$ cat config.mk
export PLATFORM = sky130hd
export DESIGN_NAME = unlock_sequencer
export DESIGN_NICKNAME = d
export VERILOG_FILES = /design/src/rtl/unlock_sequencer.sv
export SDC_FILE = /design/constraint.sdc
export NUM_CORES = 1
export LEC_CHECK = 0
export ABC_AREA = 1
export ABC_CLOCK_PERIOD_IN_PS = 3440
export CAP_MARGIN = 20
export CORE_ASPECT_RATIO = 1.75
export CORE_MARGIN = 1
export CORE_UTILIZATION = 50
export CTS_CLUSTER_DIAMETER = 100
export CTS_CLUSTER_SIZE = 25
export DETAILED_ROUTE_END_ITERATION = 7
export PLACE_DENSITY_LB_ADDON = 0.12
export RECOVER_POWER = 50
export SYNTH_ARGS = -nofsm -noshare
export SYNTH_HDL_FRONTEND = slang
export SYNTH_SLANG_ARGS = --single-unit
$ cat constraint.sdc
create_clock -name clk -period 3.44 [get_ports clk]
set_input_delay 0.688 -clock clk [delete_from_list [all_inputs] [get_ports clk]]
set_output_delay 0.688 -clock clk [all_outputs]
set_load 0.03 [all_outputs]
$ cat src/rtl/unlock_sequencer.sv
// unlock_sequencer: serializes a captured code word into an external sequence
// detector, samples the detector's match on the last bit, and grants or fails
// the attempt. Consecutive failures trigger an exponentially growing lockout
// and, after MAX_FAIL failures, a permanent lock that only rst clears.
module unlock_sequencer #(
   parameter int CODE_LEN    = 11,
   parameter int MAX_FAIL    = 3,
   parameter int LOCK_CYCLES = 256
) (
   input  logic                        clk,
   input  logic                        rst,
   input  logic                        code_valid,
   output logic                        code_ready,
   input  logic [CODE_LEN-1:0]         code_data,
   output logic                        det_rst,
   output logic                        det_in,
   input  logic                        det_out,
   output logic                        grant,
   output logic                        fail,
   output logic                        locked,
   output logic                        perm_lock,
   output logic [$clog2(MAX_FAIL+1)-1:0] fail_cnt
);

   localparam int FCW = $clog2(MAX_FAIL+1);
   localparam int CW  = $clog2(CODE_LEN+1);
   // Wide enough for LOCK_CYCLES << (MAX_FAIL-2), the longest lockout.
   localparam int TW  = $clog2(LOCK_CYCLES+1) + MAX_FAIL;

   typedef enum logic [2:0] {IDLE, CLEAR, SHIFT, RESULT, LOCKOUT, PERM} state_t;

   state_t              state;
   logic [CODE_LEN-1:0] sreg;
   logic [CW-1:0]       cnt;
   logic [TW-1:0]       timer;
   logic [FCW-1:0]      fail_inc;

   // Saturating increment so fail_cnt can never wrap.
   assign fail_inc = (fail_cnt == FCW'(MAX_FAIL)) ? fail_cnt : fail_cnt + 1'b1;

   // Sequencer FSM; every output is a register updated alongside the state.
   always_ff @(posedge clk or posedge rst) begin
      if (rst) begin
         state      <= IDLE;
         sreg       <= '0;
         cnt        <= '0;
         timer      <= '0;
         code_ready <= 1'b1;
         det_rst    <= 1'b0;
         det_in     <= 1'b0;
         grant      <= 1'b0;
         fail       <= 1'b0;
         locked     <= 1'b0;
         perm_lock  <= 1'b0;
         fail_cnt   <= '0;
      end else begin
         case (state)
            IDLE: begin
               if (code_valid) begin
                  sreg       <= code_data;
                  code_ready <= 1'b0;
                  det_rst    <= 1'b1;
                  state      <= CLEAR;
               end
            end
            CLEAR: begin
               // Detector is reset this cycle; first bit appears next cycle.
               det_rst <= 1'b0;
               cnt     <= CW'(CODE_LEN-1);
               det_in  <= sreg[CODE_LEN-1];
               sreg    <= sreg << 1;
               state   <= SHIFT;
            end
            SHIFT: begin
               if (cnt == '0) begin
                  // Last bit is on det_in now: this is the only cycle det_out counts.
                  det_in <= 1'b0;
                  state  <= RESULT;
                  if (det_out) begin
                     grant    <= 1'b1;
                     fail_cnt <= '0;
                  end else begin
                     fail     <= 1'b1;
                     fail_cnt <= fail_inc;
                  end
               end else begin
                  det_in <= sreg[CODE_LEN-1];
                  sreg   <= sreg << 1;
                  cnt    <= cnt - 1'b1;
               end
            end
            RESULT: begin
               grant <= 1'b0;
               fail  <= 1'b0;
               if (grant) begin
                  code_ready <= 1'b1;
                  state      <= IDLE;
               end else if (fail_cnt == FCW'(MAX_FAIL)) begin
                  perm_lock <= 1'b1;
                  det_rst   <= 1'b1;
                  state     <= PERM;
               end else begin
                  // Lockout doubles with each consecutive failure; timer counts N-1..0.
                  locked <= 1'b1;
                  timer  <= (TW'(LOCK_CYCLES) << (fail_cnt - 1'b1)) - 1'b1;
                  state  <= LOCKOUT;
               end
            end
            LOCKOUT: begin
               if (timer == '0) begin
                  locked     <= 1'b0;
                  code_ready <= 1'b1;
                  state      <= IDLE;
               end else begin
                  timer <= timer - 1'b1;
               end
            end
            PERM: begin
               state <= PERM;
            end
            default: state <= IDLE;
         endcase
      end
   end

endmodule
==> out/summary.txt <==
SETUP PATH
--------------------------------------------------------------------------------
Start-to-end type of the worst setup path                                reg2reg
Kind of end point of the critical path                                      flop
Delay contributed by the slowest stage of the critical path              0.92 ns
Reg-to-reg setup timing slack                                            1.10 ns
Most numerous cell on the critical path                             sky130_fd_sc_hd__nand2_4
RR Startpoint                                                           state[2]
Endpoint of the worst-slack reg-to-reg timing path                       sreg[0]
Largest delay share family, worst path                                flip-flops
Startpoint type of the worst setup path                                     flop
Critical-path maximum fanout                                                  22
Worst-path cell with the longest stage delay                        sky130_fd_sc_hd__dfrtp_1
Worst path buffer plus inverter count                                          1
Required time reported for the critical path endpoint                    3.66 ns
CP Cell Sequence                                                    inv_2 -> nand2_4 -> or2_4 -> nand2_4 -> a21oi_4 -> nand3_1 -> o21ai_2
Number of cell instances on the worst register-to-register path                7
Worst EP arrival                                                         2.56 ns

CLOCK TREE
--------------------------------------------------------------------------------
Hold Buf Count CTS                                                             0
Number of CTS-inserted buffers                                                 5
H-tree levels                                                                  2
Clock root cell                                                     sky130_fd_sc_hd__clkbuf_8
Clock Sinks                                                                   39
Number of setup buffers added after CTS                                        0
Deepest clock path buffer count                                                2
CTS tree                                                                   built
Clk pin slew, worst setup/hold paths                                     0.08 ns
Post-cts resize count                                                          0
Clock latency on the worst-skew pair                                     0.29 ns

SYNTH
--------------------------------------------------------------------------------
Share of synthesized flip-flops with an asynchronous set or reset           100%
Predominant post-synthesis flop cell                                sky130_fd_sc_hd__dfrtp_1
Post-Syn Instances                                                           313
Most repeated cell in the gate-level netlist after synthesis        sky130_fd_sc_hd__nand2_1
Average footprint of a synthesized cell                                 7.89 um2
Netlist Area Pre-Place                                                  2470 um2
Post-synthesis cell type with the largest combined area             sky130_fd_sc_hd__dfrtp_1
Flop and latch count out of synthesis                                         39
Seq/Total Area, Yosys                                                      39.6%
Net count after synthesis                                                    334
Post-synth EDFFs                                                               0
Total of warnings raised by yosys                                              0
Number of different library cells in the post-synthesis netlist               35
Synth top area cells                                                sky130_fd_sc_hd__dfrtp_1 (39%), sky130_fd_sc_hd__nand2_1 (13%), sky130_fd_sc_hd__inv_1 (6.2%)
Commonest cells in the synthesized netlist                          sky130_fd_sc_hd__nand2_1 (85), sky130_fd_sc_hd__inv_1 (41), sky130_fd_sc_hd__dfrtp_1 (38)
Yosys top cell area share                                                  38.5%

DRT
--------------------------------------------------------------------------------
Vias after detailed routing                                                 2029
Post-DR vias/cell                                                           5.20
Number of antenna-violating nets in the routed design                          0
DRC marker count from the first detailed-route iteration                      74
Routed wire length per instance                                          12.9 um
Post-detailed-route DRC marker count                                           0
Routed wire length                                                       5010 um
Detailed Routing Iterations Pass 1                                             4

CELLS AND AREA
--------------------------------------------------------------------------------
Inserted Diodes                                                                0
Fill cells                                                                   436
Synth-to-layout area growth                                                13.9%
Final design instance area without fill                                 2810 um2
Number of nets in the final layout                                           358
Fraction of layout cells with a size suffix above 1                        17.5%

FLOORPLANNING
--------------------------------------------------------------------------------
Initial standard-cell utilization of the core                              52.5%
Width of the die                                                         55.1 um
Overall die height                                                       95.0 um
Area enclosed by the die boundary                                       5240 um2
Number of top-level pins                                                      24
Number of cell rows                                                           33
CORE AREA                                                               4710 um2

TIMING
--------------------------------------------------------------------------------
Final worst-path cycle share                                               67.9%
Post-route clock skew                                                 0.00467 ns
RSZ-0062 raised after global routing                                       false
Setup violations, final                                                        0
Number of hold violations in the final report                                  0
Final setup TNS                                                             0 ns
Clock period minus worst slack                                           2.34 ns
Number of max-slew violations in the final report                              0
Slew of the pin with the lowest slew margin                             0.869 ns
Max-slew headroom                                                          42.1%
Achievable Freq                                                          428 MHz
Final worst slack                                                        1.10 ns

GRT
--------------------------------------------------------------------------------
All-Layer GR Usage                                                         22.6%
Pin count of the biggest net entering global routing                          40
Number of global-route vias before repair                                   1980
Initial antenna violation count                                                0
Overflow left after global routing                                             0
First-pass GRT wire length                                               8540 um

PWR
--------------------------------------------------------------------------------
Total power divided by cell area                                      949 nW/um2
Max rail drop VDD                                                       0.748 mV
Leak Pwr                                                                 1.47 nW

PLACEMENT
--------------------------------------------------------------------------------
Pre-CTS setup slack                                                      1.15 ns
Detail Placement HPWL                                                    3690 um
Area after detailed placement                                           2700 um2
RePlAce Congestion                                                         0.821
IO buf count                                                                  23

WORST HOLD PATH
--------------------------------------------------------------------------------
Startpoint of the worst hold path                                      perm_lock
Worst Hold End                                                         perm_lock
Number of instances on the worst hold path                                     1
Class of the tightest hold or removal check                              reg2reg

STATUS
--------------------------------------------------------------------------------
Outcome                                                             complete, no violations

RUN
--------------------------------------------------------------------------------
Number of maximum-capacitance constraint violations                            0

==> layer usage <==
metal / GRT usage [%] / vias to the layer above / routed length (um) / share of wire [%]
li1: - / 1039 / - / -
met1: 24.1 / 952 / 2010 / 40
met2: 41.6 / 30 / 2810 / 56
met3: 4.35 / 8 / 106 / 2.1
met4: 7.92 / 0 / 89 / 1.8
met5: 0 / - / 0 / 0
==> cells in the final DEF, fill, tap and decap left out, types with 2 or more instances in the layout <==
| cell type | n |
|---|---|
| sky130_fd_sc_hd__a21oi_1 | 4 |
| sky130_fd_sc_hd__a21oi_2 | 2 |
| sky130_fd_sc_hd__a22oi_1 | 2 |
| sky130_fd_sc_hd__a31oi_1 | 3 |
| sky130_fd_sc_hd__clkbuf_8 | 6 |
| sky130_fd_sc_hd__clkdlybuf4s50_1 | 22 |
| sky130_fd_sc_hd__dfrtp_1 | 38 |
| sky130_fd_sc_hd__ha_1 | 6 |
| sky130_fd_sc_hd__inv_1 | 42 |
| sky130_fd_sc_hd__inv_2 | 6 |
| sky130_fd_sc_hd__nand2_1 | 86 |
| sky130_fd_sc_hd__nand2_2 | 5 |
| sky130_fd_sc_hd__nand2_4 | 4 |
| sky130_fd_sc_hd__nand3_1 | 25 |
| sky130_fd_sc_hd__nand3_2 | 6 |
| sky130_fd_sc_hd__nand3b_4 | 2 |
| sky130_fd_sc_hd__nand4_1 | 2 |
| sky130_fd_sc_hd__nor2_1 | 22 |
| sky130_fd_sc_hd__nor2_2 | 3 |
| sky130_fd_sc_hd__nor2_4 | 4 |
| sky130_fd_sc_hd__o211ai_1 | 3 |
| sky130_fd_sc_hd__o21ai_0 | 18 |
| sky130_fd_sc_hd__o21ai_1 | 2 |
| sky130_fd_sc_hd__o21ai_2 | 12 |
==> state kept, by name, indices dropped and copies added (netlist names) <==
name	cells
timer	12
sreg	11
cnt	4
state	3
fail_cnt	2
code_ready	1
det_in	1
det_rst	1
fail	1
grant	1
locked	1
perm_lock	1
==> stage by stage <==
| step | utilization [%] | hold WS, ns | power, mW | instances |
|---|---|---|---|---|
| after global placement | 57.4 | 0.452 | 2.26 | 382 |
| after CTS | 59.9 | 0.481 | 2.70 | 390 |
| final | 59.8 | 0.471 | 2.67 | 390 |
| after global routing | 59.8 | 0.492 | 2.93 | 390 |
| after floorplan | - | 0.449 | 2.06 | 313 |
| after detailed placement | 57.4 | 0.459 | 2.29 | 382 |
==> logic make-up after synthesis <==
| family | Yosys count | share of synthesized area [%] |
|---|---|---|
| adder cells (fa/ha/maj) | 6 | 3.04 |
| AND/OR/NAND/NOR | 162 | 32.7 |
| buffers and inverters | 56 | 10.5 |
| AO/OA/AOI/OAI | 50 | 14.2 |
| flip-flops | 39 | 39.6 |
==> how the worst max path moves through the flow <==
stage | from | to | slack [ns] | cells after the start
2_1_floorplan | rst | cnt[0] | 1.86 | 1
3_3_place_gp | state[2] | sreg[0] | 1.20 | 7
3_5_place_dp | state[2] | sreg[0] | 1.15 | 7
4_1_cts | state[2] | sreg[0] | 1.12 | 7
5_1_grt | state[2] | sreg[0] | 0.87 | 7
6_report | state[2] | sreg[0] | 1.10 | 7
==> where the power goes <==
part / total (mW) / switching, mW / internal (mW)
clock network: 0.405 / 0.170 / 0.235
registers: 0.837 / 0.174 / 0.663
logic: 1.43 / 0.924 / 0.502
total: 2.67 / 1.27 / 1.40
==> area by class of cell <==
cell class / count / area [um2] / share of cell area, %
multi-input combinational: 218 / 1230 / 43.7
sequential: 39 / 977 / 34.7
timing repair buffer: 24 / 238 / 8.45
inverter: 49 / 186 / 6.63
clock buffer: 6 / 82.6 / 2.94
tap: 52 / 65.1 / 2.31
clock inverter: 2 / 35.0 / 1.25
Power figures use the tool's default switching activity.
